--- config.mk ---
export PLATFORM = sky130hd
export DESIGN_NAME = seq_mult_4x3
export DESIGN_NICKNAME = d
export VERILOG_FILES = /design/src/rtl/seq_mult_4x3.sv
export SDC_FILE = /design/constraint.sdc
export NUM_CORES = 1
export LEC_CHECK = 0
export ABC_AREA = 0
export BUFFER_PORTS_ARGS = -buffer_cell sky130_fd_sc_hd__buf_4
export CAP_MARGIN = 40
export CORE_MARGIN = 10
export CORE_UTILIZATION = 40
export DETAILED_ROUTE_END_ITERATION = 8
export GPL_TIMING_DRIVEN = 0
export PLACE_DENSITY = 0.68
export SKIP_CTS_REPAIR_TIMING = 1
export SLEW_MARGIN = 20
export SYNTH_ARGS = -nofsm -noshare
export SYNTH_HDL_FRONTEND = slang
export SYNTH_SLANG_ARGS = --single-unit
--- constraint.sdc ---
create_clock -name clk -period 2.05 [get_ports clk]
set_input_delay 0.205 -clock clk [delete_from_list [all_inputs] [get_ports clk]]
set_output_delay 0.205 -clock clk [all_outputs]
set_load 0.02 [all_outputs]
--- src/rtl/seq_mult_4x3.sv ---
// Sequential shift-and-add multiplier: WA-bit multiplicand x WB-bit multiplier,
// one add-shift per multiplier bit, start/busy/done handshake.

module seq_mult_4x3_fa (
    input  logic i_a,
    input  logic i_b,
    input  logic i_cin,
    output logic o_s,
    output logic o_cout
);
    assign o_s    = i_a ^ i_b ^ i_cin;
    assign o_cout = (i_a & i_b) | (i_cin & (i_a ^ i_b));
endmodule

module seq_mult_4x3 #(
    parameter int WA = 4,
    parameter int WB = 3
) (
    input  logic             clk,
    input  logic             rst_n,
    input  logic             start,
    input  logic [WA-1:0]    a,
    input  logic [WB-1:0]    b,
    output logic             busy,
    output logic             done,
    output logic [WA+WB-1:0] product
);
    localparam int CW = $clog2(WB + 1);

    typedef enum logic [1:0] {
        S_IDLE = 2'd0,
        S_CALC = 2'd1,
        S_DONE = 2'd2
    } state_t;

    state_t             r_state;
    state_t             w_state_nxt;
    logic [WA-1:0]      r_mcand;
    logic [WA:0]        r_hi;
    logic [WB-1:0]      r_lo;
    logic [CW-1:0]      r_cnt;
    logic [WA+WB-1:0]   r_product;

    logic [WA-1:0]      w_addend;
    logic [WA-1:0]      w_sum;
    logic [WA:0]        w_carry;
    logic [WA+WB:0]     w_shift;
    logic               w_last;
    logic               w_unused_bits;

    // Gating the addend to zero makes the chain pass hi through with carry 0
    assign w_addend   = r_lo[0] ? r_mcand : '0;
    assign w_carry[0] = 1'b0;

    for (genvar i = 0; i < WA; i++) begin : g_fa
        seq_mult_4x3_fa u_fa (
            .i_a    (r_hi[i]),
            .i_b    (w_addend[i]),
            .i_cin  (w_carry[i]),
            .o_s    (w_sum[i]),
            .o_cout (w_carry[i+1])
        );
    end

    // {hi,lo} after this iteration's add, shifted right by one
    assign w_shift = {1'b0, w_carry[WA], w_sum, r_lo[WB-1:1]};
    assign w_last  = (r_cnt == CW'(WB - 1));

    // The top accumulator bit is always zero once shifted; kept only for width
    assign w_unused_bits = r_hi[WA] ^ w_shift[WA+WB];

    always_ff @(posedge clk or negedge rst_n) begin
        if (!rst_n) begin
            r_state <= S_IDLE;
        end else begin
            r_state <= w_state_nxt;
        end
    end

    always_comb begin
        w_state_nxt = r_state;
        case (r_state)
            S_IDLE:  if (start) w_state_nxt = S_CALC;
            S_CALC:  if (w_last) w_state_nxt = S_DONE;
            S_DONE:  w_state_nxt = S_IDLE;
            default: w_state_nxt = S_IDLE;
        endcase
    end

    always_ff @(posedge clk or negedge rst_n) begin
        if (!rst_n) begin
            r_mcand   <= '0;
            r_hi      <= '0;
            r_lo      <= '0;
            r_cnt     <= '0;
            r_product <= '0;
        end else begin
            case (r_state)
                S_IDLE: begin
                    if (start) begin
                        r_mcand <= a;
                        r_lo    <= b;
                        r_hi    <= '0;
                        r_cnt   <= '0;
                    end
                end
                S_CALC: begin
                    r_hi  <= w_shift[WA+WB:WB];
                    r_lo  <= w_shift[WB-1:0];
                    r_cnt <= r_cnt + CW'(1);
                    if (w_last) begin
                        r_product <= w_shift[WA+WB-1:0];
                    end
                end
                default: ;
            endcase
        end
    end

    assign busy    = (r_state != S_IDLE);
    assign done    = (r_state == S_DONE);
    assign product = r_product;

endmodule

==> results.tsv <==
stage	metric	value	unit
timing	final hold violation count	0	
routing	DRC	0	
power	Power Density	1600	nW/um^2
timing	final slew viol count	0	
global_routing	vias in the first global route	745	
die	Starting Density	0.423	
clock_tree	CTS root buf	clkbuf_4	
routing	via count	666	
finish	Final Instance Count excl. Fillers	133	
worst_setup_path	CP arrival	2.30	ns
timing	clk_skew	0.00278	ns
finish	diode count	0	
synthesis	unique cell type count in the Yosys netlist	28	
synthesis	sequential fraction of the synthesis area	0.516	
min_path	hold crit path type	in -> reg	
die	die area	5130	um^2
clock_tree	H-tree levels	1	
worst_setup_path	Critical path origin	r_lo[0]	
placed_design	placed inst area	1240	um^2
power	Final Power	2.10	mW
power	Reg power frac	0.370	
clock_tree	Clock Latency Late Sink	0.31	ns
power	Clk pwr share	0.115	
die	io pins	19	
global_routing	initial antenna violation count	0	
timing	setup TNS	-0.00190	ns
die	Placeable Area	2520	um^2
die	die width	71.7	um
timing	f_max	0.487	GHz
synthesis	Yosys warnings	0	
placed_design	port bufs	18	
worst_setup_path	critical setup path kind	reg -> reg	
power	switching share of power	0.370	
power	P_int	1.32	mW
synthesis	synthesized area	1070	um^2
global_routing	largest net degree at the start of global routing	23	
timing	Final setup viols	1	
placed_design	pre-CTS WS	-0.0574	ns
synthesis	mean post-synth cell area	13.5	um^2
timing	Slew HR	0.711	
clock_tree	clk buf depth	2	
power	VDD IR-drop max	0.715	mV
routing	Iter 0 DRT Violations	23	
placed_design	DP HPWL	1550	um
finish	layout net count	119	
clock_tree	Num CTS Buffers	3	
min_path	Hold Crit Start	a[3]	
synthesis	Synth Register Bits	22	
power	Pleak	0.646	nW
die	Site Rows	18	
worst_setup_path	Startpoint Class	flip-flop	
finish	ratio of cells with drive above 1 in the final layout	0.447	
routing	drt pass-1 iters	4	
routing	drt via density	5.01	
clock_tree	CTS tree	done	
clock_tree	Clock transition at path regs	0.12	ns
timing	Worst-Margin Slew	0.433	ns
status	outcome	finished with violations	
timing	RSZ-0062 raised after global routing	yes	
worst_setup_path	CP endpoint kind	flip-flop	
global_routing	first-pass GRT wire length	3420	um
worst_setup_path	critical path peak fanout	4	
routing	Post-Route WL	2030	um
power	Comb power frac	0.515	
timing	final setup margin	-0.00190	ns
global_routing	grt ovf	0	
synthesis	Mapped Cells	79	
timing	Final period util	1.00	
worst_setup_path	worst endpoint required time	2.29	ns
finish	Post-Layout Inst Area	1310	um^2
worst_setup_path	FF-to-FF Start	r_lo[0]	
die	Die Y	71.7	um
placed_design	placed insts	127	
clock_tree	total clock sinks	22	
timing	fin crit period	2.05	ns
synthesis	Syn Nets	94	
finish	Area growth syn-to-layout	23.1	%
status	failing checks	negative setup slack	
flow_run	max cap viols	0	
power	switching power	0.775	mW
placed_design	Placer Congestion	0.734	
routing	DR WL/cell	15.2	um
global_routing	GR Util All Layers	0.0807	
routing	Final ANT Viol Nets	0	
-- worst paths after layout --
check | cells after the start | endpoint | slack [ns]
min | 2 | r_mcand[3] | 0.12
max reg2reg | 9 | r_hi[2] | -0.002
min reg2reg | 1 | r_cnt[0] | 0.51
min in group asynchronous | 2 | product[1] | 0.30
max in group asynchronous | 2 | r_state[0] | 1.53
max | 9 | r_hi[2] | -0.002
-- kinds of logic (layout without fill, tap and decap cells) --
family / after synthesis / in the layout / share of synthesized area
flip-flops: 22 / 22 / 0.516
AND/OR/NAND/NOR: 16 / 16 / 0.127
buffers and inverters: 13 / 37 / 0.0539
multiplexers: 12 / 12 / 0.136
AO/OA/AOI/OAI: 11 / 11 / 0.0879
adder cells (fa/ha/maj): 5 / 5 / 0.0797
-- layout make-up --
type / count / area, um^2
sequential: 22 / 551
tap: 30 / 37.5
inverter: 11 / 41.3
fill: 223 / 1210
clock buffer: 4 / 36.3
multi-input combinational: 44 / 479
buffer: 2 / 16.3
timing repair buffer: 20 / 153
-- flip-flops by register name, summed over array words and instances (netlist names) --
register / cells
r_cnt: 2
r_hi: 4
r_mcand: 4
product: 7
r_lo: 3
r_state: 2
-- placed cells by master, fill, tap and decap left out --
| cell | netlist | layout |
|---|---|---|
| buf_4 | 0 | 19 |
| o21bai_1 | 1 | 1 |
| buf_6 | 1 | 1 |
| and2_4 | 0 | 1 |
| fa_2 | 0 | 2 |
| o221a_2 | 2 | 2 |
| dfrtp_1 | 22 | 22 |
| a21oi_1 | 1 | 1 |
| clkbuf_8 | 0 | 1 |
| nand2b_1 | 1 | 1 |
| or4b_1 | 2 | 2 |
| fa_1 | 3 | 1 |
| clkbuf_4 | 0 | 3 |
| mux2_4 | 4 | 4 |
| or2b_1 | 2 | 2 |
| buf_2 | 1 | 1 |
| and2_1 | 2 | 1 |
| nor2b_1 | 2 | 2 |
| o21ba_2 | 1 | 1 |
| a211oi_1 | 1 | 1 |
| ha_4 | 0 | 1 |
| nand3b_4 | 1 | 1 |
| ha_1 | 2 | 1 |
| o2bb2ai_1 | 3 | 3 |
| a22o_1 | 1 | 1 |
| inv_2 | 0 | 3 |
| nor3b_4 | 1 | 1 |
| o22ai_1 | 1 | 1 |
| inv_1 | 11 | 8 |
| mux2_2 | 4 | 4 |
| mux2i_1 | 4 | 4 |
| nor4b_1 | 1 | 1 |
| nor3b_1 | 1 | 1 |
| or2_2 | 1 | 1 |
| nand2_1 | 2 | 2 |
| dlygate4sd3_1 | 0 | 1 |
-- layer usage --
metal / track usage / vias to the layer above / routed length [um]
met5: 0 / - / 0
met3: 0.0275 / 4 / 120
met2: 0.129 / 16 / 927
met1: 0.0962 / 328 / 926
li1: - / 318 / -
met4: 0.0323 / 0 / 53
-- power by group through the flow --
| stage | Combinational, mW | Sequential (mW) | Clock (mW) |
|---|---|---|---|
| 2_1_floorplan | 0.675 | 0.821 | 0 |
| 3_3_place_gp | 1.00 | 0.768 | 0 |
| 3_5_place_dp | 1.04 | 0.782 | 0 |
| 4_1_cts | 1.04 | 0.774 | 0.249 |
| 5_1_grt | 1.21 | 0.801 | 0.261 |
| 6_report | 1.08 | 0.774 | 0.241 |
-- per-stage QoR --
step / utilization / hold slack (ns)
6_report: 0.521 / 0.117
5_1_grt: 0.521 / 0.113
4_1_cts: 0.506 / -0.232
3_5_place_dp: 0.492 / 0.113
3_3_place_gp: 0.492 / 0.109
2_1_floorplan: - / -0.0906
-- critical path: stages (launching register included) --
cell and delay [ns]:
dfrtp_1 0.43, and2_4 0.16, ha_4 0.15, inv_2 0.05, fa_2 0.18, inv_2 0.04
fa_2 0.35, inv_2 0.06, fa_1 0.42, o2bb2ai_1 0.15
-- synth_stat cells, drive strengths merged --
master	count	area share
inv	11	0.039
o2bb2ai	3	0.025
nand2b	1	0.0059
or2	1	0.0059
a211oi	1	0.0070
o22ai	1	0.0059
nand2	2	0.0070
nor3b	2	0.025
or2b	2	0.014
a22o	1	0.0082
mux2	8	0.098
and2	2	0.012
buf	2	0.015
or4b	2	0.019
nor4b	1	0.0082
dfrtp	22	0.52
a21oi	1	0.0047
mux2i	4	0.038
ha	2	0.023
o21bai	1	0.0070
nand3b	1	0.019
nor2b	2	0.012
fa	3	0.056
o221a	2	0.021
o21ba	1	0.0094
(Power assumes the default switching activity.)
